File: src/rtl/alu_seq.sv
// Multi-cycle N-bit ALU with a Run/Busy/Done handshake: single-cycle logic ops,
// bit-serial shifts and an iterative shift-add multiplier. Result and flags are registered.
module alu_seq #(
    parameter int N  = 16,
    parameter int SW = 4
) (
    input  logic         Clock,
    input  logic         Reset,
    input  logic         Run,
    input  logic [3:0]   op,
    input  logic [N-1:0] A,
    input  logic [N-1:0] B,
    output logic [N-1:0] result,
    output logic         Zero,
    output logic         Carry,
    output logic         Ovf,
    output logic         Illegal,
    output logic         Busy,
    output logic         Done
);

    localparam logic [3:0] OP_ADD  = 4'b0000;
    localparam logic [3:0] OP_SUB  = 4'b0001;
    localparam logic [3:0] OP_SLT  = 4'b0010;
    localparam logic [3:0] OP_SLL  = 4'b0011;
    localparam logic [3:0] OP_SRL  = 4'b0100;
    localparam logic [3:0] OP_AND  = 4'b0101;
    localparam logic [3:0] OP_OR   = 4'b0110;
    localparam logic [3:0] OP_XOR  = 4'b0111;
    localparam logic [3:0] OP_MUL  = 4'b1000;
    localparam logic [3:0] OP_SRA  = 4'b1001;
    localparam logic [3:0] OP_SLTU = 4'b1010;

    // Counter is one bit wider than SW so it can hold N for the multiplier.
    localparam int            CW      = SW + 1;
    localparam logic [CW-1:0] CNT_N   = CW'(N);
    localparam logic [CW-1:0] CNT_ONE = {{SW{1'b0}}, 1'b1};

    typedef enum logic [1:0] {
        ST_IDLE  = 2'b00,
        ST_SHIFT = 2'b01,
        ST_MUL   = 2'b10,
        ST_DONE  = 2'b11
    } state_t;

    state_t        state_r, state_s;
    logic [3:0]    op_r, op_s;
    logic [N-1:0]  work_r, work_s;
    logic [N-1:0]  mplr_r, mplr_s;
    logic [N-1:0]  acc_r, acc_s;
    logic [CW-1:0] cnt_r, cnt_s;
    logic [N-1:0]  result_r, result_s;
    logic          zero_r, zero_s;
    logic          carry_r, carry_s;
    logic          ovf_r, ovf_s;
    logic          illegal_r, illegal_s;
    logic          busy_r, busy_s;
    logic          done_r, done_s;

    logic          is_sub_s;
    logic [N-1:0]  b_eff_s;
    logic [N:0]    sum_s;
    logic [N-1:0]  sc_res_s;
    logic          sc_carry_s;
    logic          sc_ovf_s;
    logic          sc_ill_s;
    logic [SW-1:0] amt_s;
    logic          is_shift_s;
    logic [N-1:0]  shifted_s;
    logic [N-1:0]  acc_sum_s;

    // Single-cycle evaluation straight from the input operands at acceptance.
    always_comb begin
        is_sub_s   = (op == OP_SUB);
        b_eff_s    = is_sub_s ? ~B : B;
        sum_s      = {1'b0, A} + {1'b0, b_eff_s} + {{N{1'b0}}, is_sub_s};
        sc_res_s   = {N{1'b0}};
        sc_carry_s = 1'b0;
        sc_ovf_s   = 1'b0;
        sc_ill_s   = 1'b0;
        case (op)
            OP_ADD, OP_SUB: begin
                sc_res_s   = sum_s[N-1:0];
                sc_carry_s = sum_s[N];
                sc_ovf_s   = (A[N-1] == b_eff_s[N-1]) && (sum_s[N-1] != A[N-1]);
            end
            OP_SLT:  sc_res_s = {{(N-1){1'b0}}, ($signed(A) < $signed(B))};
            OP_SLTU: sc_res_s = {{(N-1){1'b0}}, (A < B)};
            OP_AND:  sc_res_s = A & B;
            OP_OR:   sc_res_s = A | B;
            OP_XOR:  sc_res_s = A ^ B;
            OP_SLL, OP_SRL, OP_SRA: sc_res_s = A;
            OP_MUL:  sc_res_s = {N{1'b0}};
            default: sc_ill_s = 1'b1;
        endcase
    end

    // One step of the bit-serial shifter and of the shift-add multiplier.
    always_comb begin
        case (op_r)
            OP_SLL:  shifted_s = {work_r[N-2:0], 1'b0};
            OP_SRL:  shifted_s = {1'b0, work_r[N-1:1]};
            OP_SRA:  shifted_s = {work_r[N-1], work_r[N-1:1]};
            default: shifted_s = work_r;
        endcase
        acc_sum_s = mplr_r[0] ? (acc_r + work_r) : acc_r;
    end

    // Next-state, datapath and output-register next values.
    always_comb begin
        state_s    = state_r;
        op_s       = op_r;
        work_s     = work_r;
        mplr_s     = mplr_r;
        acc_s      = acc_r;
        cnt_s      = cnt_r;
        result_s   = result_r;
        zero_s     = zero_r;
        carry_s    = carry_r;
        ovf_s      = ovf_r;
        illegal_s  = illegal_r;
        amt_s      = B[SW-1:0];
        is_shift_s = (op == OP_SLL) || (op == OP_SRL) || (op == OP_SRA);
        case (state_r)
            ST_IDLE: begin
                if (Run) begin
                    op_s = op;
                    if (is_shift_s && (amt_s != {SW{1'b0}})) begin
                        state_s = ST_SHIFT;
                        work_s  = A;
                        cnt_s   = {1'b0, amt_s};
                    end else if (op == OP_MUL) begin
                        state_s = ST_MUL;
                        work_s  = A;
                        mplr_s  = B;
                        acc_s   = {N{1'b0}};
                        cnt_s   = CNT_N;
                    end else begin
                        state_s   = ST_DONE;
                        result_s  = sc_res_s;
                        zero_s    = (sc_res_s == {N{1'b0}});
                        carry_s   = sc_carry_s;
                        ovf_s     = sc_ovf_s;
                        illegal_s = sc_ill_s;
                    end
                end else begin
                    state_s = ST_IDLE;
                end
            end
            ST_SHIFT: begin
                work_s = shifted_s;
                cnt_s  = cnt_r - CNT_ONE;
                if (cnt_r == CNT_ONE) begin
                    state_s   = ST_DONE;
                    result_s  = shifted_s;
                    zero_s    = (shifted_s == {N{1'b0}});
                    carry_s   = 1'b0;
                    ovf_s     = 1'b0;
                    illegal_s = 1'b0;
                end else begin
                    state_s = ST_SHIFT;
                end
            end
            ST_MUL: begin
                acc_s  = acc_sum_s;
                work_s = {work_r[N-2:0], 1'b0};
                mplr_s = {1'b0, mplr_r[N-1:1]};
                cnt_s  = cnt_r - CNT_ONE;
                if (cnt_r == CNT_ONE) begin
                    state_s   = ST_DONE;
                    result_s  = acc_sum_s;
                    zero_s    = (acc_sum_s == {N{1'b0}});
                    carry_s   = 1'b0;
                    ovf_s     = 1'b0;
                    illegal_s = 1'b0;
                end else begin
                    state_s = ST_MUL;
                end
            end
            ST_DONE: state_s = ST_IDLE;
            default: state_s = ST_IDLE;
        endcase
        busy_s = (state_s != ST_IDLE);
        done_s = (state_s == ST_DONE);
    end

    // State, shadow and output registers with synchronous reset.
    always_ff @(posedge Clock) begin
        if (Reset) begin
            state_r   <= ST_IDLE;
            op_r      <= 4'b0000;
            work_r    <= {N{1'b0}};
            mplr_r    <= {N{1'b0}};
            acc_r     <= {N{1'b0}};
            cnt_r     <= {CW{1'b0}};
            result_r  <= {N{1'b0}};
            zero_r    <= 1'b1;
            carry_r   <= 1'b0;
            ovf_r     <= 1'b0;
            illegal_r <= 1'b0;
            busy_r    <= 1'b0;
            done_r    <= 1'b0;
        end else begin
            state_r   <= state_s;
            op_r      <= op_s;
            work_r    <= work_s;
            mplr_r    <= mplr_s;
            acc_r     <= acc_s;
            cnt_r     <= cnt_s;
            result_r  <= result_s;
            zero_r    <= zero_s;
            carry_r   <= carry_s;
            ovf_r     <= ovf_s;
            illegal_r <= illegal_s;
            busy_r    <= busy_s;
            done_r    <= done_s;
        end
    end

    assign result  = result_r;
    assign Zero    = zero_r;
    assign Carry   = carry_r;
    assign Ovf     = ovf_r;
    assign Illegal = illegal_r;
    assign Busy    = busy_r;
    assign Done    = done_r;

endmodule

File: config.mk
export PLATFORM = sky130hd
export DESIGN_NAME = alu_seq
export DESIGN_NICKNAME = d
export VERILOG_FILES = /design/src/rtl/alu_seq.sv
export SDC_FILE = /design/constraint.sdc
export NUM_CORES = 1
export LEC_CHECK = 0
export CELL_PAD_IN_SITES_DETAIL_PLACEMENT = 0
export CELL_PAD_IN_SITES_GLOBAL_PLACEMENT = 1
export CORE_ASPECT_RATIO = 0.7
export CORE_MARGIN = 2
export CORE_UTILIZATION = 40
export DETAILED_ROUTE_END_ITERATION = 12
export DONT_BUFFER_PORTS = 1
export GPL_ROUTABILITY_DRIVEN = 0
export PLACE_DENSITY = 0.8
export REMOVE_ABC_BUFFERS = 1
export SLEW_MARGIN = 20
export SYNTH_ARGS = -nofsm -noshare
export SYNTH_HDL_FRONTEND = slang
export SYNTH_SLANG_ARGS = --single-unit
File: constraint.sdc
create_clock -name Clock -period 13.1 [get_ports Clock]
set_input_delay 1.31 -clock Clock [delete_from_list [all_inputs] [get_ports Clock]]
set_output_delay 1.31 -clock Clock [all_outputs]
set_load 0.01 [all_outputs]
# Word level (Yosys, flattened, before mapping)
# Cells that the tools add are included.
dict set report op_classes {
  shifts 0
  div_mod_pow 0
  magnitude_cmp 2
  n_bitwise 4
  reduce_logical 24
  n_addsub 4
  mux 54
  eq_ne 28
  mul 0
}
# cell count
set ops {}
lappend ops {{16-bit 2-to-1 mux} 16}
lappend ops {{16-bit one-hot mux with 3 select lines} 3}
lappend ops {{16-bit one-hot mux with 7 select lines} 1}
lappend ops {{16-bit one-hot mux with 2 select lines} 2}
lappend ops {{16-bit zero test} 3}
lappend ops {{16-bit less-than comparator} 2}
lappend ops {{4-bit by 3-bit == test with 1-bit output (second input constant)} 5}
lappend ops {{1-bit 2-to-1 mux} 20}
lappend ops {{16-bit by 16-bit adder with 17-bit output} 1}
lappend ops {{17-bit by 1-bit adder with 17-bit output} 1}
lappend ops {{16-bit adder} 1}
lappend ops {{16-bit bitwise AND} 1}
lappend ops {{4-bit == test (second input constant)} 4}
lappend ops {{16-bit NOT} 1}
lappend ops {{16-bit OR} 1}
lappend ops {{16-bit XOR} 1}
lappend ops {{5-bit 2-to-1 mux} 3}
lappend ops {{4-bit by 2-bit == test with 1-bit output (second input constant)} 3}
lappend ops {{2-bit != test (second input constant)} 6}
lappend ops {{5-bit one-hot mux with 2 select lines} 1}
lappend ops {{10-bit OR reduction} 1}
lappend ops {{2-bit one-hot mux with 4 select lines} 1}
lappend ops {{2-bit == test (second input constant)} 3}
lappend ops {{2-bit 2-to-1 mux} 3}
lappend ops {{other kinds (24)} 32}
dict set report totals {
  memories 0
  latch_bits 0
  regBits 81
  wordCells 129
  ram_bits 0
  romBits 0
  out_inout_bits 22
}

# Depth between registers and ports, before layout
dict set report logic_depth {
  word_depth 11
  mapped_depth 15
}

# Worst setup path after synthesis
# No wires, ideal clock.
dict set report synth_path {
  path_kind {input to register}
  startpoint {in op[1]}
  endpoint {reg result_r[15], in the netlist result[15]}
  setup_ps 101
  setup_slack_ps 8045
  cell_stages 14
  required_ps 12999
  arrival_ps 4954
  path_cell_list {buf_2 nor4b_1 buf_2 buf_1 xnor2_1 ha_1 a21o_1 and3_1 a2111oi_0 a211oi_1 a2111oi_2 xnor2_1 o211a_1 o41ai_1}
}
dict set report synth_between {
  elab_chain_cells 9
  elab_cells_between_ends 27
}
# item line
set synth_lines {}
lappend synth_lines {{start: declaration} 10} ;# input logic [3:0] op,
lappend synth_lines {{4-bit by 1-bit == test with 1-bit output} {74, 81}}
lappend synth_lines {{16-bit 2-to-1 mux} 75} ;# b_eff_s = is_sub_s ? ~B : B;
lappend synth_lines {{16-bit by 16-bit adder with 17-bit output} 76} ;# sum_s = {1'b0, A} + {1'b0, b_eff_s} + {{N{1'b0}}, is_sub_s};
lappend synth_lines {{17-bit by 1-bit adder with 17-bit output} 76}
lappend synth_lines {{16-bit one-hot mux with 7 select lines} 81} ;# case (op)
lappend synth_lines {{16-bit 2-to-1 mux} 132} ;# end else if (op == OP_MUL) begin
lappend synth_lines {{16-bit 2-to-1 mux} 128} ;# if (is_shift_s && (amt_s != {SW{1'b0}})) begin
lappend synth_lines {{16-bit 2-to-1 mux} 126} ;# if (Run) begin
lappend synth_lines {{16-bit one-hot mux with 3 select lines} 124} ;# case (state_r)
lappend synth_lines {{end signal: assignment} 196} ;# result_r <= {N{1'b0}};
lappend synth_lines {{end signal: assignment} 210} ;# result_r <= result_s;
lappend synth_lines {{end: declaration} 52} ;# logic [N-1:0] result_r, result_s;
# Several ways; a longest one is shown, not always the timed one. The select of a mux whose other input is x is not followed.
# A chain may end at the register's enable or synchronous reset.

# Worst setup path in the final report
# Ends and elaborated chain as after synthesis.

==> results.sh <==
export IMPL_drc=0
export IMPL_grt_pass1_wl_um=40900
export IMPL_p_leak_nw=3.31
export IMPL_synth_area_leaders="dfxtp_1, ha_1, a21oi_1"
export IMPL_crit_type="input pin to register"
export IMPL_setup_tns_ns=0
export IMPL_hold_viol=0
export IMPL_ir_worst_vdd_mv=0.0589
export IMPL_powerDensity_nw_per_um2=96.2
export IMPL_layout_drive_gt1_share=0.0601
export IMPL_fmax_ghz=0.214
export IMPL_synth_top_cell_area_share=0.200
export IMPL_status="finished, final reports clean"
export IMPL_worst_slew_pin_slew_ns=1.06
export IMPL_synthSimpleGateAreaFrac=0.208
export IMPL_drt_total_wl_um=26100
export IMPL_hold_path_class="register to register"
export IMPL_final_cells=1301
export IMPL_grt_pass1_vias=7128
export IMPL_synth_top_family_by_area="compound AO/OA/AOI/OAI gates"
export IMPL_critPathMaxFanout=29
export IMPL_cts_num_sinks=81
export IMPL_synthArstFlopShare=0
export IMPL_io_buffers=0
export IMPL_yosys_warnings=0
export IMPL_clk_latency_ns=0.35
export IMPL_antenna_found_initial=0
export IMPL_dr_pass1_iters=6
export IMPL_cp_required_ns=13.35
export IMPL_syn_to_final_growth_pct=5.23
export IMPL_numCtsBuffers=9
export IMPL_highest_layer="met4"
export IMPL_clock_root_buffer="clkbuf_16"
export IMPL_synthFlopType="dfxtp_1"
export IMPL_synth_avg_cell_area_um2=7.54
export IMPL_slew_viol_final=0
export IMPL_path_clk_slew_ns=0.06
export IMPL_timing_final_crit_share=0.357
export IMPL_route_met3_wl_um=2660
export IMPL_antenna_cells=0
export IMPL_gr_total_overflow=0
export IMPL_dieHeight_um=123
export IMPL_final_common_cell="nor2_1"
export IMPL_drt_iter0_drc=1009
export IMPL_hold_buffers=0
export IMPL_cts_resized=0
export IMPL_period_minus_slack_ns=4.68
export IMPL_vias_per_cell=6.19
export IMPL_cts_buffer_depth=2
export IMPL_synth_edf_count=0
export IMPL_cts_tree="built"
export IMPL_grt_setup_unrepaired="no"
export IMPL_vias=8047
export IMPL_synth_compound_area_frac=0.306
export IMPL_hpwl_um=19300
export IMPL_dp_cells=1286
export IMPL_nNetsFinal=1153
export IMPL_rr_worst_depth=10
export IMPL_die_area_um2=21500
export IMPL_worst_ep_arrival_time_ns=4.92
export IMPL_cp_end_kind="register"
export IMPL_syn_area_um2=8130
export IMPL_layout_common_cells="nor2_1, nand2_1, a21oi_1, ha_1, dfxtp_1"
export IMPL_synth_top_area_cell="dfxtp_1"
export IMPL_grt_usage=0.242
export IMPL_synth_area_mux_share=0.0525
export IMPL_met1_length_um=13200
export IMPL_yosys_area_share_adder=0.136
export IMPL_cts_htree_levels=3
export IMPL_netlist_instances=1078
export IMPL_synth_cell_type_count=85
export IMPL_synthXorXnorAreaFrac=0.0259
export IMPL_ios=61
export IMPL_placementRows=43
export IMPL_startpoint_type="input pin"
export IMPL_worstHoldPathCells=2
export IMPL_postCtsSetupBuffers=0
export IMPL_ys_ff_latch=81
export IMPL_wl_per_cell_um=20.1
export IMPL_die_w_um=174
export IMPL_core_area_um2=19900
export IMPL_cap_violations=0
export IMPL_initial_core_util=0.409
export IMPL_finalSetupViolCount=0
export IMPL_clock_skew_ns=0.00901
export IMPL_drt_antenna_violating_nets=0
export IMPL_grt_max_degree=83
export IMPL_met2_length_um=9930
export IMPL_maxSlewHeadroom=0.290
export IMPL_yosysSeqAreaShare=0.200
## per-stage QoR
step / worst slack (ns) / util / power (mW) / hold WS, ns / instance area (um^2)
final: 8.42 / 0.431 / 0.823 / 0.461 / 8550
after CTS: 8.49 / 0.431 / 0.822 / 0.455 / 8550
after global placement: 8.19 / 0.416 / 0.554 / 0.441 / 8260
after global routing: 8.15 / 0.431 / 0.866 / 0.491 / 8550
after detailed placement: 8.14 / 0.416 / 0.555 / 0.443 / 8260
after floorplan: 6.53 / - / 0.481 / 0.425 / 7790
## critical path: stages
cell and delay [ns]:
nor4b_2 0.24, buf_4 0.33, xnor2_1 0.19, ha_1 0.32
a21o_1 0.22, and3_1 0.17, a2111oi_0 0.74, a211oi_1 0.20
a2111oi_2 0.50, xnor2_1 0.15, o211a_1 0.22, o41ai_1 0.31
## final timing paths
kind | endpoint | slack (ns) | start
min | mplr_r[15] | 0.46 | mplr_r[15]
max reg2reg | Zero | 9.04 | state_r[0]
min reg2reg | mplr_r[15] | 0.46 | mplr_r[15]
max | result[15] | 8.42 | op[1]
## cells by family (layout without fill, tap and decap cells)
logic type / Yosys count / count (layout)
adder cells (fa/ha/maj): 87 / 87
AND/OR/NAND/NOR: 349 / 349
multiplexers: 38 / 38
AO/OA/AOI/OAI: 358 / 358
buffers and inverters: 141 / 94
flip-flops: 81 / 81
XOR/XNOR: 24 / 24
## cells in the mapped netlist (all sizes together) (9+ instances only)
cell,number
nor2,104
nand2,99
a21oi,93
ha,85
dfxtp,81
inv,66
clkbuf,64
o21ai,41
a211oi,35
mux2i,31
nand3,30
a22oi,22
xnor2,21
and3,20
nor3,17
o22ai,15
a221oi,14
a21o,13
nand4,13
a31oi,12
a311oi,11
a22o,10
buf,10
o21a,10
a211o,9
nand2b,9
## final cells by class
class / count / area (um^2)
timing repair buffer: 12 / 90.1
fill: 2055 / 11300
sequential: 81 / 1620
clock inverter: 2 / 37.5
tap: 270 / 338
multi-input combinational: 856 / 5950
inverter: 67 / 256
clock buffer: 13 / 260
## registers in the layout (all words and copies together), names as in the netlist
signal / cells
acc_r: 16
mplr_r: 16
result: 16
work_r: 16
cnt_r: 5
op_r: 4
state_r: 2
Busy: 1
Carry: 1
Done: 1
Illegal: 1
Ovf: 1
Zero: 1
## routing by layer
metal | vias up | track usage
li1 | 3901 | -
met1 | 3795 | 0.383
met2 | 329 | 0.321
met3 | 22 | 0.0618
met4 | 0 | 0.0457
met5 | - | 0
## power breakdown
group          total [mW]  leakage (nW)  switching, mW  internal [mW]
logic               0.265          2.51          0.164          0.101
registers           0.292         0.659         0.0272          0.265
clock network       0.266         0.142          0.109          0.157
(Power assumes the default switching activity.)
